==> config.mk <==
export PLATFORM = sky130hd
export DESIGN_NAME = if_fetch
export DESIGN_NICKNAME = d
export VERILOG_FILES = /design/src/rtl/if_fetch_pkg.sv /design/src/rtl/if_fetch.sv
export SDC_FILE = /design/constraint.sdc
export NUM_CORES = 1
export LEC_CHECK = 0
export CAP_MARGIN = 5
export CORE_MARGIN = 4
export CORE_UTILIZATION = 49
export CTS_CLUSTER_SIZE = 8
export DETAILED_ROUTE_END_ITERATION = 16
export GPL_TIMING_DRIVEN = 0
export PLACE_DENSITY = 0.81
export SLEW_MARGIN = 20
export SYNTH_ARGS = -nofsm -noshare
export SYNTH_HDL_FRONTEND = slang
export SYNTH_SLANG_ARGS = --single-unit
==> constraint.sdc <==
create_clock -name clk -period 3.1 [get_ports clk]
set_input_delay 0.62 -clock clk [delete_from_list [all_inputs] [get_ports clk]]
set_output_delay 0.62 -clock clk [all_outputs]
set_load 0.005 [all_outputs]
==> src/rtl/if_fetch_pkg.sv <==
// Shared constants for the fetch stage: hand-off status codes, fetch FSM encodings and reset PC.
package if_fetch_pkg;

  localparam logic [1:0]  MMIF_OK_NONE     = 2'b00;
  localparam logic [1:0]  MMIF_OK_VALID    = 2'b01;

  localparam logic [0:0]  ST_FETCH         = 1'b0;
  localparam logic [0:0]  ST_READY         = 1'b1;

  localparam logic [31:0] RESET_PC_DEFAULT = 32'h0000_0000;

endpackage

==> src/rtl/if_fetch.sv <==
// Instruction fetch: assembles each 32-bit word from four little-endian byte reads and holds it
// for the IF/ID register until accepted or redirected.
module if_fetch
  import if_fetch_pkg::*;
#(
  parameter logic [31:0] RESET_PC = RESET_PC_DEFAULT,
  parameter int          MEM_AW   = 32
) (
  input  logic              clk,
  input  logic              rst,
  input  logic              stl_mm,
  input  logic              br_flag,
  input  logic [31:0]       br_target,
  output logic              mem_req,
  output logic [MEM_AW-1:0] mem_addr,
  input  logic              mem_grant,
  input  logic [7:0]        mem_din,
  output logic [31:0]       if_pc,
  output logic [31:0]       if_is,
  output logic [1:0]        mmif_ok
);

  logic [0:0]  r_state;
  logic [31:0] r_pc;
  logic [2:0]  r_req_cnt;
  logic [2:0]  r_rcv_cnt;
  logic        r_pend;
  logic        r_discard;
  logic [31:0] r_if_pc;
  logic [31:0] r_if_is;
  logic [1:0]  r_mmif_ok;

  logic        w_fetch;
  logic        w_req;
  logic        w_grant;
  logic        w_rcv;
  logic        w_last;
  logic [31:0] w_addr;

  always_comb begin
    w_fetch = (r_state == ST_FETCH);
    w_req   = w_fetch && !r_req_cnt[2] && !rst;
    w_grant = w_req && mem_grant;
    // A byte arrives one cycle after its grant; a grant made in a redirect cycle is dropped.
    w_rcv   = w_fetch && r_pend && !r_discard;
    w_last  = w_rcv && (r_rcv_cnt == 3'd3);
    w_addr  = r_pc + {29'd0, r_req_cnt};
  end

  assign mem_req  = w_req;
  assign mem_addr = w_addr[MEM_AW-1:0];
  assign if_pc    = r_if_pc;
  assign if_is    = r_if_is;
  assign mmif_ok  = r_mmif_ok;

  always_ff @(posedge clk) begin
    if (rst) begin
      r_state   <= ST_FETCH;
      r_pc      <= RESET_PC;
      r_req_cnt <= 3'd0;
      r_rcv_cnt <= 3'd0;
      r_pend    <= 1'b0;
      r_discard <= 1'b0;
      r_if_pc   <= RESET_PC;
      r_if_is   <= 32'd0;
      r_mmif_ok <= MMIF_OK_NONE;
    end else begin
      r_pend    <= w_grant;
      r_discard <= br_flag && w_grant;
      if (br_flag) begin
        r_pc      <= br_target;
        r_mmif_ok <= MMIF_OK_NONE;
        r_req_cnt <= 3'd0;
        r_rcv_cnt <= 3'd0;
        r_state   <= ST_FETCH;
      end else if (r_state == ST_READY) begin
        if (!stl_mm) begin
          r_pc      <= r_pc + 32'd4;
          r_mmif_ok <= MMIF_OK_NONE;
          r_req_cnt <= 3'd0;
          r_rcv_cnt <= 3'd0;
          r_state   <= ST_FETCH;
        end
      end else begin
        if (w_grant) begin
          r_req_cnt <= r_req_cnt + 3'd1;
        end
        if (w_rcv) begin
          r_if_is[{r_rcv_cnt[1:0], 3'b000} +: 8] <= mem_din;
          r_rcv_cnt <= r_rcv_cnt + 3'd1;
        end
        if (w_last) begin
          r_if_pc   <= r_pc;
          r_mmif_ok <= MMIF_OK_VALID;
          r_state   <= ST_READY;
        end
      end
    end
  end

endmodule
==> impl_metrics.env <==
export IMPL_port_buffers=140
export IMPL_drtAntennaViolNets=0
export IMPL_p_leak_nw=2.68
export IMPL_critPathLaunchType="flop"
export IMPL_num_io_pins=144
export IMPL_rsz0062_at_grt="yes"
export IMPL_power_density_nw_per_um2=356
export IMPL_holdPathStages=2
export IMPL_end_kind="primary output"
export IMPL_p_sw_w=0.000767
export IMPL_crit_slowest_cell="dfxtp_4"
export IMPL_cts_made_buffers=9
export IMPL_synth_warnings=0
export IMPL_grt_pass1_wl_um=28700
export IMPL_post_synth_num_cell_types=52
export IMPL_mappedNetlistArea_um2=5260
export IMPL_worstPathCellList="ha_4, fa_2, a21o_1, nand2_4, bufbuf_16, nor3_1, xor2_1, dlygate4sd2_1"
export IMPL_htreeDepth=3
export IMPL_grt_max_degree=22
export IMPL_drv_cap=0
export IMPL_synthMostInstantiatedCell="nand2_1"
export IMPL_areaGrowthSynthToFinish_pct=41.7
export IMPL_critPathKind="flop to primary output"
export IMPL_first_global_vias=5646
export IMPL_nets=899
export IMPL_synth_nets=726
export IMPL_ys_flop_type="dfxtp_1"
export IMPL_cp_max_fo=5
export IMPL_placedCellCount=945
export IMPL_slowest_delay_ns=0.38
export IMPL_stdcell_count=983
export IMPL_drt_first_pass_iters=5
export IMPL_max_freq_mhz=326
export IMPL_reg2reg_depth=7
export IMPL_whs_endpoint="if_is[29]"
export IMPL_drive_above_1_share_pct=12.5
export IMPL_pwr_share_seq_pct=53.7
export IMPL_die_height_um=112
export IMPL_timing_hold_violations_final=0
export IMPL_cts_hold_buf=0
export IMPL_crit_buf_inv=2
export IMPL_insertion_delay_ns=0.39
export IMPL_post_route_period_util_pct=98.8
export IMPL_hold_path_startpoint="if_is[29]"
export IMPL_synthTopCellsByCount="125 x nand2_1, 106 x dfxtp_1, 77 x a21oi_1"
export IMPL_cp_arrival_ns=2.44
export IMPL_setup_viol=0
export IMPL_peakVddDrop_uv=262
export IMPL_dieArea_um2=12500
export IMPL_overflow=0
export IMPL_slew_violations=0
export IMPL_required_ns=2.48
export IMPL_num_rows=37
export IMPL_grtUsageTotal_pct=28.2
export IMPL_place_hpwl_um=13200
export IMPL_via_count=5694
export IMPL_cp_startpoint="r_pc[0]"
export IMPL_worstReg2RegStart="r_pc[2]"
export IMPL_hold_worst_slack_ns=0.460
export IMPL_clock_sinks=106
export IMPL_clkTransAtPathRegs_ns=0.12
export IMPL_fin_crit_ns=3.06
export IMPL_cts_tree="yes"
export IMPL_clockRootBuffer="clkbuf_8"
export IMPL_worstMarginPinSlew_ns=0.940
export IMPL_cell_internal_pwr_w=0.00189
export IMPL_critPathTopFamily="buffers and inverters"
export IMPL_combPwrFrac_pct=13.6
export IMPL_synth_area_top_cells="dfxtp_1 40%, nand2_1 8.9%, a21oi_1 7.3%, nand3_1 5.1%, xor2_1 3.5%"
export IMPL_fill_cells=862
export IMPL_synth_top_area_cell="dfxtp_1"
export IMPL_slew_headroom_pct=37.2
export IMPL_coreArea_um2=10400
export IMPL_dr_first_iter_drc_count=407
export IMPL_swShare_pct=28.9
export IMPL_drt_total_wl_um=18100
export IMPL_clock_path_buffers=2
export IMPL_start_util_pct=50.7
export IMPL_avgViaCountPerCell=5.79
export IMPL_fp_dieW_um=112
export IMPL_finalClockSkew_ns=0.0187
export IMPL_drc=0
export IMPL_yosys_register_bits=106
export IMPL_ys_seq_area_share_pct=40.3
export IMPL_p_total_w=0.00266
export IMPL_reg2reg_slack_ns=0.55
export IMPL_synth_edf_count=0
export IMPL_run_status="finished clean"
export IMPL_pwr_share_clk_pct=32.7
export IMPL_synth_top_cell_area_share_pct=40.3
export IMPL_grt_antenna_before_repair=0
export IMPL_wl_per_cell_um=18.4
export IMPL_async_reset_ff_share_pct=0
export IMPL_gp_routability_congestion=0.900
export IMPL_syn_mean_instance_area_um2=7.86
export IMPL_hp_class="flop to flop"
export IMPL_diodes=0
export IMPL_synth_cells=669
export IMPL_r2r_end="r_pc[16]"
[how the worst max path moves through the flow]
stage,endpoint,cells past startpoint
after global placement,mem_addr[31],6
after global routing,mem_addr[27],5
after floorplan,mem_addr[31],5
after detailed placement,mem_addr[12],8
final,mem_addr[12],8
after CTS,mem_addr[27],6
[power by group through the flow]
stage               Clock, W  Sequential, W  Combinational (W)
finish              0.000869        0.00143           0.000361
global route        0.000925        0.00143           0.000389
CTS                 0.000875        0.00143           0.000349
detailed placement         0        0.00145           0.000350
global placement           0        0.00145           0.000344
floorplan                  0        0.00144           0.000171
[logic make-up after synthesis]
group | after synthesis | synth area share (%)
adder cells (fa/ha/maj) | 12 | 3.00
other | 1 | 0.0713
XOR/XNOR | 39 | 6.49
AND/OR/NAND/NOR | 308 | 28.6
flip-flops | 106 | 40.3
AO/OA/AOI/OAI | 132 | 15.3
multiplexers | 2 | 0.381
buffers and inverters | 69 | 5.80
[registers in the layout, indices dropped and copies added (netlist names)]
register,count
if_is,32
mmif_ok,1
r_req_cnt,3
if_pc,32
r_discard,1
r_state,1
r_pend,1
r_pc,32
r_rcv_cnt,3
[placed cells by master (no fill, tap or decap), drive strengths merged, types with 6 or more instances in the layout]
cell type	netlist	final
nand2	125	125
clkdlybuf4s50	0	118
dfxtp	106	106
a21oi	77	77
nand3	54	54
clkbuf	33	45
buf	24	44
nor2	37	37
xor2	21	21
xnor2	18	18
dlygate4sd2	0	17
nand4	17	17
inv	12	17
nor3	17	17
a311oi	13	13
or3	11	11
ha	11	11
a211oi	10	10
or4	10	10
o21ai	9	9
and2	8	8
o31ai	6	6
nor4	6	6
[worst reg2reg max path: stages, from the launching register on]
cell and delay [ns]:
dfxtp_4 0.38, buf_4 0.11, ha_1 0.20, nand3b_1 0.12, clkbuf_1 0.28, nor4_1 0.75
a311oi_1 0.22, a2111oi_0 0.38
[metal layers]
metal | share of wire [%] | track usage, % | vias up
met4 | 3.0 | 10.9 | 0
met5 | 0 | 0 | -
met2 | 47 | 47.8 | 275
met1 | 42 | 35.7 | 2678
met3 | 7.8 | 5.38 | 42
li1 | - | - | 2699
[layout make-up]
class,instances,area (um^2),share of cell area [%]
clock buffers,9,124,1.66
flip-flops and latches,106,2140,28.7
well taps,136,170,2.28
repair buffers,164,1580,21.2
plain buffers,55,292,3.91
clock inverters,7,78.8,1.06
inverters,12,45.0,0.604
multi-input cells,494,3020,40.6
[stage by stage]
stage	instance area (um^2)	utilization (%)	setup TNS (ns)	worst slack, ns
after CTS	7340	70.8	-0.00145	-0.00145
after detailed placement	6840	65.9	-3.70	-0.312
after floorplan	5260	-	0	0.475
final	7450	71.9	0	0.0366
after global routing	7450	71.9	-0.0370	-0.0217
after global placement	6830	65.9	-5.87	-0.714
[what timing repair did]
| item | 4_1_cts | 5_1_grt |
|---|---|---|
| setup endpoints to repair | 28 | 11 |
| buffers inserted | 14 | 9 |
| resized for setup | 62 | 20 |
| endpoints found under the hold margin | 0 | 0 |
| pin swaps | 10 | 13 |
| gates cloned | 1 | 0 |
Power figures use the tool's default switching activity.
